<file path="config.mk">
export PLATFORM = sky130hd
export DESIGN_NAME = game_ctrl_fsm
export DESIGN_NICKNAME = d
export VERILOG_FILES = /design/src/rtl/game_pkg.sv /design/src/rtl/game_ctrl_fsm_edge_detect.sv /design/src/rtl/game_ctrl_fsm.sv
export SDC_FILE = /design/constraint.sdc
export NUM_CORES = 1
export LEC_CHECK = 0
export ABC_AREA = 1
export ABC_CLOCK_PERIOD_IN_PS = 2500
export BUFFER_PORTS_ARGS = -buffer_cell sky130_fd_sc_hd__buf_2
export CAP_MARGIN = 20
export CORE_MARGIN = 5
export CORE_UTILIZATION = 25
export CTS_BUF_LIST = sky130_fd_sc_hd__clkbuf_2
export DETAILED_ROUTE_END_ITERATION = 16
export MAX_ROUTING_LAYER = met4
export PLACE_DENSITY = 0.44
export RECOVER_POWER = 100
export SYNTH_ARGS = -nofsm -noshare
export SYNTH_HDL_FRONTEND = slang
export SYNTH_SLANG_ARGS = --single-unit
</file>
<file path="constraint.sdc">
create_clock -name clk -period 2.5 [get_ports clk]
set_clock_uncertainty 0.1 [all_clocks]
set_input_delay 0.25 -clock clk [delete_from_list [all_inputs] [get_ports clk]]
set_output_delay 0.25 -clock clk [all_outputs]
set_load 0.01 [all_outputs]
</file>
<file path="src/rtl/game_pkg.sv">
// rtl/game_pkg.sv - shared state encoding and width helpers for the game sequencer
package game_pkg;

   typedef enum logic [2:0] {
      IDLE        = 3'd0,
      START       = 3'd1,
      PLAYING     = 3'd2,
      PAUSED      = 3'd3,
      LIFE_LOST   = 3'd4,
      LEVEL_CLEAR = 3'd5,
      GAME_OVER   = 3'd6
   } game_state_t;

   function automatic int max_int(input int a, input int b);
      return (a > b) ? a : b;
   endfunction

   function automatic int lives_w(input int num_lives);
      return $clog2(num_lives + 1);
   endfunction

   // A single wave still needs a 1-bit level port.
   function automatic int level_w(input int num_levels);
      return (num_levels <= 1) ? 1 : $clog2(num_levels);
   endfunction

   function automatic int cnt_w(input int respawn_cycles, input int clear_cycles);
      return $clog2(max_int(respawn_cycles, clear_cycles) + 1);
   endfunction

endpackage

</file>
<file path="src/rtl/game_ctrl_fsm_edge_detect.sv">
// rtl/game_ctrl_fsm_edge_detect.sv - registered rising-edge detector for button levels
module edge_detect #(
   parameter int W = 1
) (
   input  logic         clk,
   input  logic         reset,
   input  logic [W-1:0] d_i,
   output logic [W-1:0] edge_o
);

   logic [W-1:0] d_q;

   // Loading the live level on reset keeps a held button from firing an edge.
   always_ff @(posedge clk) begin
      d_q <= d_i;
   end

   assign edge_o = d_i & ~d_q;

endmodule

</file>
<file path="src/rtl/game_ctrl_fsm.sv">
// rtl/game_ctrl_fsm.sv - game sequencer: lives, waves, pause, timed respawn and intermissions
module game_ctrl_fsm
   import game_pkg::*;
#(
   parameter int NUM_LIVES      = 3,
   parameter int NUM_LEVELS     = 4,
   parameter int RESPAWN_CYCLES = 50_000_000,
   parameter int CLEAR_CYCLES   = 100_000_000
) (
   input  logic                             clk,
   input  logic                             reset,
   input  logic                             start_btn,
   input  logic                             pause_btn,
   input  logic                             player_hit,
   input  logic                             wave_cleared,
   input  logic                             invaders_landed,
   output game_state_t                      state_o,
   output logic                             start_pulse,
   output logic                             level_start,
   output logic                             is_playing,
   output logic                             is_paused,
   output logic                             is_finished,
   output logic                             won,
   output logic [lives_w(NUM_LIVES)-1:0]    lives,
   output logic [level_w(NUM_LEVELS)-1:0]   level
);

   localparam int LIVES_W = lives_w(NUM_LIVES);
   localparam int LEVEL_W = level_w(NUM_LEVELS);
   localparam int CNT_W   = cnt_w(RESPAWN_CYCLES, CLEAR_CYCLES);

   localparam logic [LIVES_W-1:0] LIVES_INIT   = LIVES_W'(NUM_LIVES);
   localparam logic [LIVES_W-1:0] LIVES_ONE    = LIVES_W'(1);
   localparam logic [LEVEL_W-1:0] LEVEL_LAST   = LEVEL_W'(NUM_LEVELS - 1);
   localparam logic [CNT_W-1:0]   RESPAWN_LAST = CNT_W'(RESPAWN_CYCLES - 1);
   localparam logic [CNT_W-1:0]   CLEAR_LAST   = CNT_W'(CLEAR_CYCLES - 1);

   logic start_e;
   logic pause_e;

   edge_detect #(.W(1)) u_start_edge (
      .clk    (clk),
      .reset  (reset),
      .d_i    (start_btn),
      .edge_o (start_e)
   );

   edge_detect #(.W(1)) u_pause_edge (
      .clk    (clk),
      .reset  (reset),
      .d_i    (pause_btn),
      .edge_o (pause_e)
   );

   game_state_t        state_q, state_d;
   logic [LIVES_W-1:0] lives_q, lives_d;
   logic [LEVEL_W-1:0] level_q, level_d;
   logic [CNT_W-1:0]   cnt_q, cnt_d;
   logic               won_q, won_d;
   logic               start_pulse_q, start_pulse_d;
   logic               level_start_q, level_start_d;
   logic               is_playing_q, is_paused_q, is_finished_q;

   always_comb begin
      state_d       = state_q;
      lives_d       = lives_q;
      level_d       = level_q;
      won_d         = won_q;
      start_pulse_d = 1'b0;
      level_start_d = 1'b0;

      case (state_q)
         IDLE: begin
            if (start_e) state_d = START;
         end
         START: begin
            state_d = PLAYING;
         end
         PLAYING: begin
            if (invaders_landed) begin
               state_d = GAME_OVER;
               won_d   = 1'b0;
               lives_d = '0;
            end else if (player_hit) begin
               if (lives_q == LIVES_ONE) begin
                  state_d = GAME_OVER;
                  won_d   = 1'b0;
                  lives_d = '0;
               end else begin
                  state_d = LIFE_LOST;
                  lives_d = lives_q - LIVES_ONE;
               end
            end else if (wave_cleared) begin
               if (level_q == LEVEL_LAST) begin
                  state_d = GAME_OVER;
                  won_d   = 1'b1;
               end else begin
                  state_d = LEVEL_CLEAR;
               end
            end else if (pause_e) begin
               state_d = PAUSED;
            end
         end
         PAUSED: begin
            // Abort outranks resume when both buttons rise together.
            if (start_e) begin
               state_d = IDLE;
            end else if (pause_e) begin
               state_d = PLAYING;
            end
         end
         LIFE_LOST: begin
            if (cnt_q == RESPAWN_LAST) begin
               state_d       = PLAYING;
               level_start_d = 1'b1;
            end
         end
         LEVEL_CLEAR: begin
            if (cnt_q == CLEAR_LAST) begin
               state_d       = PLAYING;
               level_d       = level_q + LEVEL_W'(1);
               level_start_d = 1'b1;
            end
         end
         GAME_OVER: begin
            if (start_e) state_d = START;
         end
         default: begin
            state_d = IDLE;
         end
      endcase

      // Every new game is initialised on the edge that enters START.
      if (state_d == START) begin
         start_pulse_d = 1'b1;
         level_start_d = 1'b1;
         lives_d       = LIVES_INIT;
         level_d       = '0;
         won_d         = 1'b0;
      end
   end

   always_comb begin
      cnt_d = cnt_q;
      if (state_d != state_q) begin
         cnt_d = '0;
      end else if ((state_q == LIFE_LOST) || (state_q == LEVEL_CLEAR)) begin
         cnt_d = cnt_q + CNT_W'(1);
      end
   end

   always_ff @(posedge clk) begin
      if (reset) begin
         state_q       <= IDLE;
         lives_q       <= '0;
         level_q       <= '0;
         cnt_q         <= '0;
         won_q         <= 1'b0;
         start_pulse_q <= 1'b0;
         level_start_q <= 1'b0;
         is_playing_q  <= 1'b0;
         is_paused_q   <= 1'b0;
         is_finished_q <= 1'b0;
      end else begin
         state_q       <= state_d;
         lives_q       <= lives_d;
         level_q       <= level_d;
         cnt_q         <= cnt_d;
         won_q         <= won_d;
         start_pulse_q <= start_pulse_d;
         level_start_q <= level_start_d;
         is_playing_q  <= (state_d == PLAYING);
         is_paused_q   <= (state_d == PAUSED);
         is_finished_q <= (state_d == GAME_OVER);
      end
   end

   assign state_o     = state_q;
   assign start_pulse = start_pulse_q;
   assign level_start = level_start_q;
   assign is_playing  = is_playing_q;
   assign is_paused   = is_paused_q;
   assign is_finished = is_finished_q;
   assign won         = won_q;
   assign lives       = lives_q;
   assign level       = level_q;

endmodule

</file>
==> run_results.csv, run 1 <==
group,metric,value,unit
global_routing,grt_antenna_before_repair,0,
clocking,cts_sinks,42,
timing,setup_tns,0,ps
worst_setup_path,cp-startpoint,"cnt_q[0]",
route,viasPerCell,4.32,
timing,rsz0062_at_grt,"false",
die,std_cell_rows,36,
worst_setup_path,cpMostUsedCell,"nand2_1",
finish,drive_above_1_share,7.27,%
die,core_area,9730,um2
logic_synthesis,syn_area_per_cell,6.93,um2
die,io_pins,20,
die,die_area,12000,um2
timing,post-route-min-period,2100,ps
logic_synthesis,yosysTopAreaCell,"dfxtp_1",
route,drc_errors,0,
timing,slew_headroom,75.8,%
placement,place_congestion,0.876,
clocking,cts_tree,"built",
die,die_y,110,um
global_routing,met3_usage,2.52,%
finish,n_antenna_cell,0,
logic_synthesis,synth.area.top_cells,"dfxtp_1 34%, nand2_1 14%, nor2_1 8.9%",
power,p_total,0.00175,W
route,wire_per_inst,11.8,um
clocking,cts-root-buf,"clkbuf_2",
clocking,postCtsSetupRepairBufs,0,
global_routing,use_met2,18.0,%
power,p_seq_share,44.6,%
logic_synthesis,syn_inst,359,
global_routing,grt.busiest_layer,"met2",
placement,io_buffer_count,19,
timing,finalSetupViolCount,0,
worst_setup_path,cp.required,2760,ps
die,die_w,110,um
power,p_switching,0.000675,W
global_routing,grt_pass1_vias,2229,
logic_synthesis,yosysWarnings,0,
finish,seq_area,841,um2
route,ant_nets,0,
global_routing,grt_max_degree,28,
worst_setup_path,crit_path_start_kind,"flip-flop",
logic_synthesis,dominantRegCellSynth,"dfxtp_1",
worst_setup_path,r2r_start,"cnt_q[0]",
global_routing,gr-usage-met1,14.0,%
logic_synthesis,synth-seq-cells,42,
timing,min_period_over_period,84.0,%
route,drt_iter0_drc,36,
power,sw_frac_of_total,38.7,%
clocking,cts_max_path_buffers,2,
logic_synthesis,synth_top_area_share,33.8,%
finish,final_common_cell,"nand2_1",
global_routing,track_usage,11.3,%
timing,slew_violations,0,
logic_synthesis,synth-edff-count,0,
power,p_per_area,648,nW/um2
logic_synthesis,synth_cell_types,30,
job,drv_cap,0,
power,vdd_drop_max,0.356,mV
route,vias,2236,
clocking,h-tree-depth,2,
logic_synthesis,netlist_area,2490,um2
worst_setup_path,cp_cell_sequence,"ha_1, nand3_1, nor3_2, nand2_1, nand2_2, nand2_1, nand2_1, nand3_4, nor3_1",
die,start_util,25.6,%
worst_setup_path,worstPathMaxFanout,27,
logic_synthesis,yosysSeqAreaShare,33.8,%
finish,multi_input_area,1330,um2
timing,max_freq,0.476,GHz
status,status,"completed",
min_path,hold_path_class,"in2reg",
clocking,clk-insertion-delay-late,450,ps
timing,worst_pin_slew,360,ps
finish,fin_nets,394,
clocking,cts_buffers,5,
worst_setup_path,crit_slowest_cell,"dfxtp_1",
power,p_int,0.00107,W
power,p_clk_share,23.3,%
power,combPwrFrac,32.1,%
placement,dp_hpwl,4.78,mm
route,wirelength,6.12,mm
logic_synthesis,syn_nets,369,
power,power_leakage,0.969,nW
min_path,min_from,"player_hit",
worst_setup_path,slowest_delay,410,ps
worst_setup_path,worstSetupPathType,"reg2reg",
finish,syn_to_final_growth,8.35,%
route,drt_first_pass_iters,4,
timing,finalHoldViolCount,0,
global_routing,grt_first_pass_wirelength,10.4,mm
clocking,cts_resized,0,
clocking,cts.clk_slew.worst_paths,210,ps
global_routing,overflow,0,
worst_setup_path,arrival,2360,ps
clocking,cts_hold_buf,3,
logic_synthesis,async_reset_ff_share,0,%
worst_setup_path,cp-end-kind,"flip-flop",
finish,final_cell_mix,"96 x nand2_1, 59 x nor2_1, 42 x dfxtp_1",
finish,fillers,1168,
==> area by class of cell <==
| class | count | area share [%] |
|---|---|---|
| Timing Repair Buffer | 24 | 5.06 |
| Multi-Input combinational cell | 270 | 49.4 |
| Sequential cell | 42 | 31.2 |
| Clock buffer | 5 | 0.929 |
| Tap cell | 133 | 6.18 |
| Inverter | 41 | 5.71 |
| Clock inverter | 3 | 1.49 |
==> metal layers <==
metal  up-vias  part of all wire (%)
met1      1003                    49
met2        30                    46
li1       1192                     -
met3        11                   3.0
met5         -                     0
met4         0                   1.9
==> cell families (layout without fill, tap and decap cells) <==
| logic type | after synthesis | after routing | synth area share [%] |
|---|---|---|---|
| AND/OR/NAND/NOR | 226 | 226 | 44.5 |
| buffers and inverters | 47 | 73 | 8.40 |
| flip-flops | 42 | 42 | 33.8 |
| AO/OA/AOI/OAI | 21 | 21 | 4.68 |
| XOR/XNOR | 19 | 19 | 6.69 |
| adder cells (fa/ha/maj) | 3 | 3 | 1.51 |
| multiplexers | 1 | 1 | 0.403 |
==> worst paths after layout <==
kind,endpoint,slack [ps],cells after the start
setup / recovery,cnt_q[13],400,9
hold / removal,won,40,4
setup reg to reg,cnt_q[13],400,9
hold reg to reg,level[1],400,2
==> critical path: cells and delay by family (launching register included) <==
family	cells	cell delay, ps
adders and majority gates	1	200
DFF	1	410
and+or+nand+nor	8	1320
==> state kept, by name, indices dropped and copies added (netlist names), 2 cells and up <==
signal / count
cnt_q: 27
level: 2
state_o: 3
lives: 2
==> cells in the mapped netlist, types with 6 or more instances <==
cell	count
nor2_1	59
nand2_1	94
dfxtp_1	42
nand4_1	8
xnor2_1	6
xor2_1	13
o21ai_0	6
a21oi_1	10
nand3_1	18
nor3_2	21
nor3_1	12
inv_1	40
==> through the flow <==
step	cell area, um2	instances	setup slack, ps	hold WS [ps]	utilization (%)
6_report	2690	518	400	43.3	27.7
5_1_grt	2690	518	134	29.8	27.7
4_1_cts	2820	518	298	14.4	28.9
3_5_place_dp	2720	507	303	269	28.0
3_3_place_gp	2720	507	429	268	28.0
2_1_floorplan	2490	359	731	178	-
==> power groups by stage <==
| stage | registers, W | logic (W) | clock network, W |
|---|---|---|---|
| 2_1_floorplan | 0.000796 | 0.000484 | 0 |
| 3_3_place_gp | 0.000795 | 0.000642 | 0 |
| 3_5_place_dp | 0.000792 | 0.000641 | 0 |
| 4_1_cts | 0.000780 | 0.000649 | 0.000425 |
| 5_1_grt | 0.000790 | 0.000635 | 0.000451 |
| 6_report | 0.000778 | 0.000560 | 0.000408 |
(Power assumes the default switching activity.)
==> inputs of run 2 (changes only) <==
--- a/config.mk
+++ b/config.mk
@@ -5,8 +5,8 @@
 export SDC_FILE = /design/constraint.sdc
 export NUM_CORES = 1
 export LEC_CHECK = 0
-export ABC_AREA = 1
-export ABC_CLOCK_PERIOD_IN_PS = 2500
+export ABC_AREA = 0
+export ABC_CLOCK_PERIOD_IN_PS = 1700
 export BUFFER_PORTS_ARGS = -buffer_cell sky130_fd_sc_hd__buf_2
 export CAP_MARGIN = 20
 export CORE_MARGIN = 5
@@ -14,7 +14,7 @@
 export CTS_BUF_LIST = sky130_fd_sc_hd__clkbuf_2
 export DETAILED_ROUTE_END_ITERATION = 16
 export MAX_ROUTING_LAYER = met4
-export PLACE_DENSITY = 0.44
+export PLACE_DENSITY = 0.46
 export RECOVER_POWER = 100
 export SYNTH_ARGS = -nofsm -noshare
 export SYNTH_HDL_FRONTEND = slang
==> constraint.sdc (replaced) <==
create_clock -name clk -period 1.7 [get_ports clk]
set_clock_uncertainty 0.1 [all_clocks]
set_input_delay 0.17 -clock clk [delete_from_list [all_inputs] [get_ports clk]]
set_output_delay 0.17 -clock clk [all_outputs]
set_load 0.01 [all_outputs]
==> run_results.csv, run 2 <==
group,metric,value,unit
status,failed_checks,"setup timing",
route,vias,2004,
finish,final_core_util,38.3,%
route,ant_nets,0,
timing,slew_violations,0,
finish,final_common_cell,"buf_4",
finish,top_register,"cnt_q",
logic_synthesis,yosysSeqAreaShare,39.3,%
clocking,cts_max_path_buffers,2,
timing,rsz0062_at_grt,"true",
finish,multi_input_area,1370,um2
placement,io_buffer_count,19,
logic_synthesis,async_reset_ff_share,0,%
finish,seq_area,848,um2
timing,worst_pin_slew,450,ps
logic_synthesis,synth_mux_area_share,1.40,%
power,vdd_drop_max,0.262,mV
die,die_y,103,um
die,std_cell_rows,33,
worst_setup_path,cp_cell_sequence,"or4b_4, nor4_4, buf_4, a21oi_2, o21ai_4, clkbuf_16, nor3_1",
route,drc_errors,0,
timing,min_period_over_period,117,%
finish,n_antenna_cell,0,
logic_synthesis,synth_cell_types,50,
power,power_leakage,1.24,nW
logic_synthesis,dominantRegCellSynth,"dfxtp_1",
die,die_area,10500,um2
finish,fin_nets,345,
logic_synthesis,netlist_area,2140,um2
timing,post-route-min-period,1980,ps
logic_synthesis,synth-compound-area-share,8.71,%
worst_setup_path,cp-end-kind,"flip-flop",
placement,pre_cts_ws,-269,ps
route,viasPerCell,4.55,
worst_setup_path,slowest_delay,540,ps
clocking,h-tree-depth,2,
global_routing,grt_antenna_before_repair,0,
min_path,hold_path_class,"in2reg",
die,io_pins,20,
logic_synthesis,syn_area_per_cell,8.96,um2
clocking,clk-insertion-delay-late,400,ps
route,drt_first_pass_iters,4,
logic_synthesis,syn_nets,249,
logic_synthesis,synth_xor_area_share,11.5,%
global_routing,track_usage,12.2,%
die,core_area,8300,um2
job,drv_cap,0,
placement,dpl_cell_area,2920,um2
status,status,"finished with violations",
logic_synthesis,synth_top_family_by_area,"simple AND/OR/NAND/NOR gates",
worst_setup_path,crit_slowest_cell,"or4b_4",
logic_synthesis,synth_top_area_share,39.3,%
worst_setup_path,cp-startpoint,"cnt_q[11]",
route,drt_iter0_drc,59,
global_routing,grt_max_degree,28,
finish,fillers,867,
clocking,cts_tree,"built",
clocking,cts-root-buf,"clkbuf_2",
clocking,cts_buffers,5,
global_routing,overflow,0,
worst_setup_path,cp-endpoint,"cnt_q[22]",
logic_synthesis,synth-edff-count,0,
worst_setup_path,worstPathMaxFanout,13,
logic_synthesis,synth-seq-cells,42,
power,p_per_area,677,nW/um2
clocking,cts_sinks,42,
worst_setup_path,cp.required,1910,ps
finish,drive_above_1_share,39.1,%
global_routing,grt_pass1_vias,2006,
die,start_util,25.8,%
worst_setup_path,r2r_cells,7,
logic_synthesis,synth_adder_area_share,1.75,%
timing,setup_ws,-284,ps
logic_synthesis,yosysMostFrequentCell,"dfxtp_1",
route,wirelength,5.88,mm
finish,final_cell_mix,"67 x buf_4, 36 x dfxtp_1, 24 x nor2_1",
worst_setup_path,crit_path_start_kind,"flip-flop",
placement,dp_hpwl,4.34,mm
timing,finalHoldViolCount,0,
worst_setup_path,rr_endpoint,"cnt_q[22]",
timing,max_freq,0.504,GHz
die,die_w,103,um
route,wire_per_inst,13.4,um
timing,finalSetupViolCount,37,
logic_synthesis,synth.area.top_cells,"dfxtp_1 39%, xor2_1 6.1%, xnor2_1 5.3%",
placement,place_congestion,0.786,
clocking,cts.clk_slew.worst_paths,210,ps
finish,largest_reg_flops,27,
worst_setup_path,r2r_start,"cnt_q[11]",
worst_setup_path,reg2reg_setup_slack,-280,ps
finish,stdcell_area,3180,um2
finish,syn_to_final_growth,48.5,%
logic_synthesis,syn_inst,239,
power,p_total,0.00215,W
worst_setup_path,worstSetupPathType,"reg2reg",
logic_synthesis,netlist_top_cells_count,"42 x dfxtp_1, 26 x nor2_1, 20 x nor3_1, 15 x xor2_1, 14 x nand4_1",
worst_setup_path,arrival,2200,ps
logic_synthesis,yosysWarnings,0,
logic_synthesis,yosys.area_share.simple,32.8,%
timing,slew_headroom,69.7,%
global_routing,grt_first_pass_wirelength,9.76,mm
logic_synthesis,yosysTopAreaCell,"dfxtp_1",
timing,setup_tns,-8260,ps
-- run 2: cell count changes after synthesis, moves of 4 or more --
cell	delta
nor3_1	+8
nor3_2	-17
nor2_1	-33
nand2_1	-86
nor4_1	+7
inv_1	-32
a21oi_1	-7
nand3_1	-7
nand2b_1	+6
clkbuf_1	+4
nand4_1	+6
xnor2_1	+7
o21ai_0	-4
-- run 2: what timing repair did --
action | in CTS | in global routing
hold buffers | 4 | 0
resized for setup | 14 | 10
setup buffers | 3 | 4
hold endpoints to repair | 11 | 0
cloned | 0 | 1
setup endpoints to repair | 37 | 37
pin swaps | 2 | 6
-- run 2: cell type report --
type / count / area share (%)
Inverter: 9 / 1.06
Clock buffer: 5 / 0.787
Sequential cell: 42 / 26.7
Tap cell: 105 / 4.13
Timing Repair Buffer: 99 / 23.3
Multi-Input combinational cell: 178 / 42.9
Clock inverter: 2 / 1.06
-- run 2: report_power, final --
group	switching [W]	internal [W]	leakage (nW)	total [W]
clock	0.000326	0.000237	0.0365	0.000563
combinational	0.000284	0.000249	0.856	0.000533
sequential	0.0000343	0.00102	0.343	0.00106
total	0.000645	0.00151	1.24	0.00215
-- run 2: worst min path at each step --
stage                                from          endpoint  slack, ps  depth (start not counted)
after floorplan                 pause_btn  u_pause_edge.d_q        100                          0
after global placement          pause_btn  u_pause_edge.d_q        200                          1
after detailed placement        pause_btn  u_pause_edge.d_q        200                          1
after CTS                 invaders_landed          lives[1]         20                          3
after global routing      invaders_landed          lives[1]         50                          3
final                     invaders_landed          lives[1]         50                          3
-- run 2: cell families after synthesis --
logic type / after synthesis
mux: 3
xor+xnor: 28
flops: 42
simple gates: 120
buf+inv: 19
fa+ha+maj: 3
compound gates: 24
-- run 2: worst max-delay path: cells and delay by family (launching register included) --
kind	cells	cell delay, ps
and+or+nand+nor	3	760
buffers and inverters	2	400
DFF	1	360
AOI/OAI and AO/OA	2	290
-- run 2: metrics by stage --
| step | hold WS [ps] | instances |
|---|---|---|
| floorplan | 97.7 | 239 |
| global placement | 197 | 421 |
| detailed placement | 196 | 421 |
| CTS | 23.1 | 435 |
| global route | 46.9 | 440 |
| finish | 49.3 | 440 |
-- run 2: routing by layer --
layer  vias to the layer above  wire length [um]  track usage [%]
li1                       1050                 -                -
met1                       927              2980             16.1
met2                        19              2670             18.9
met3                         8               129             2.37
met4                         0               100             3.83
met5                         -                 0                -
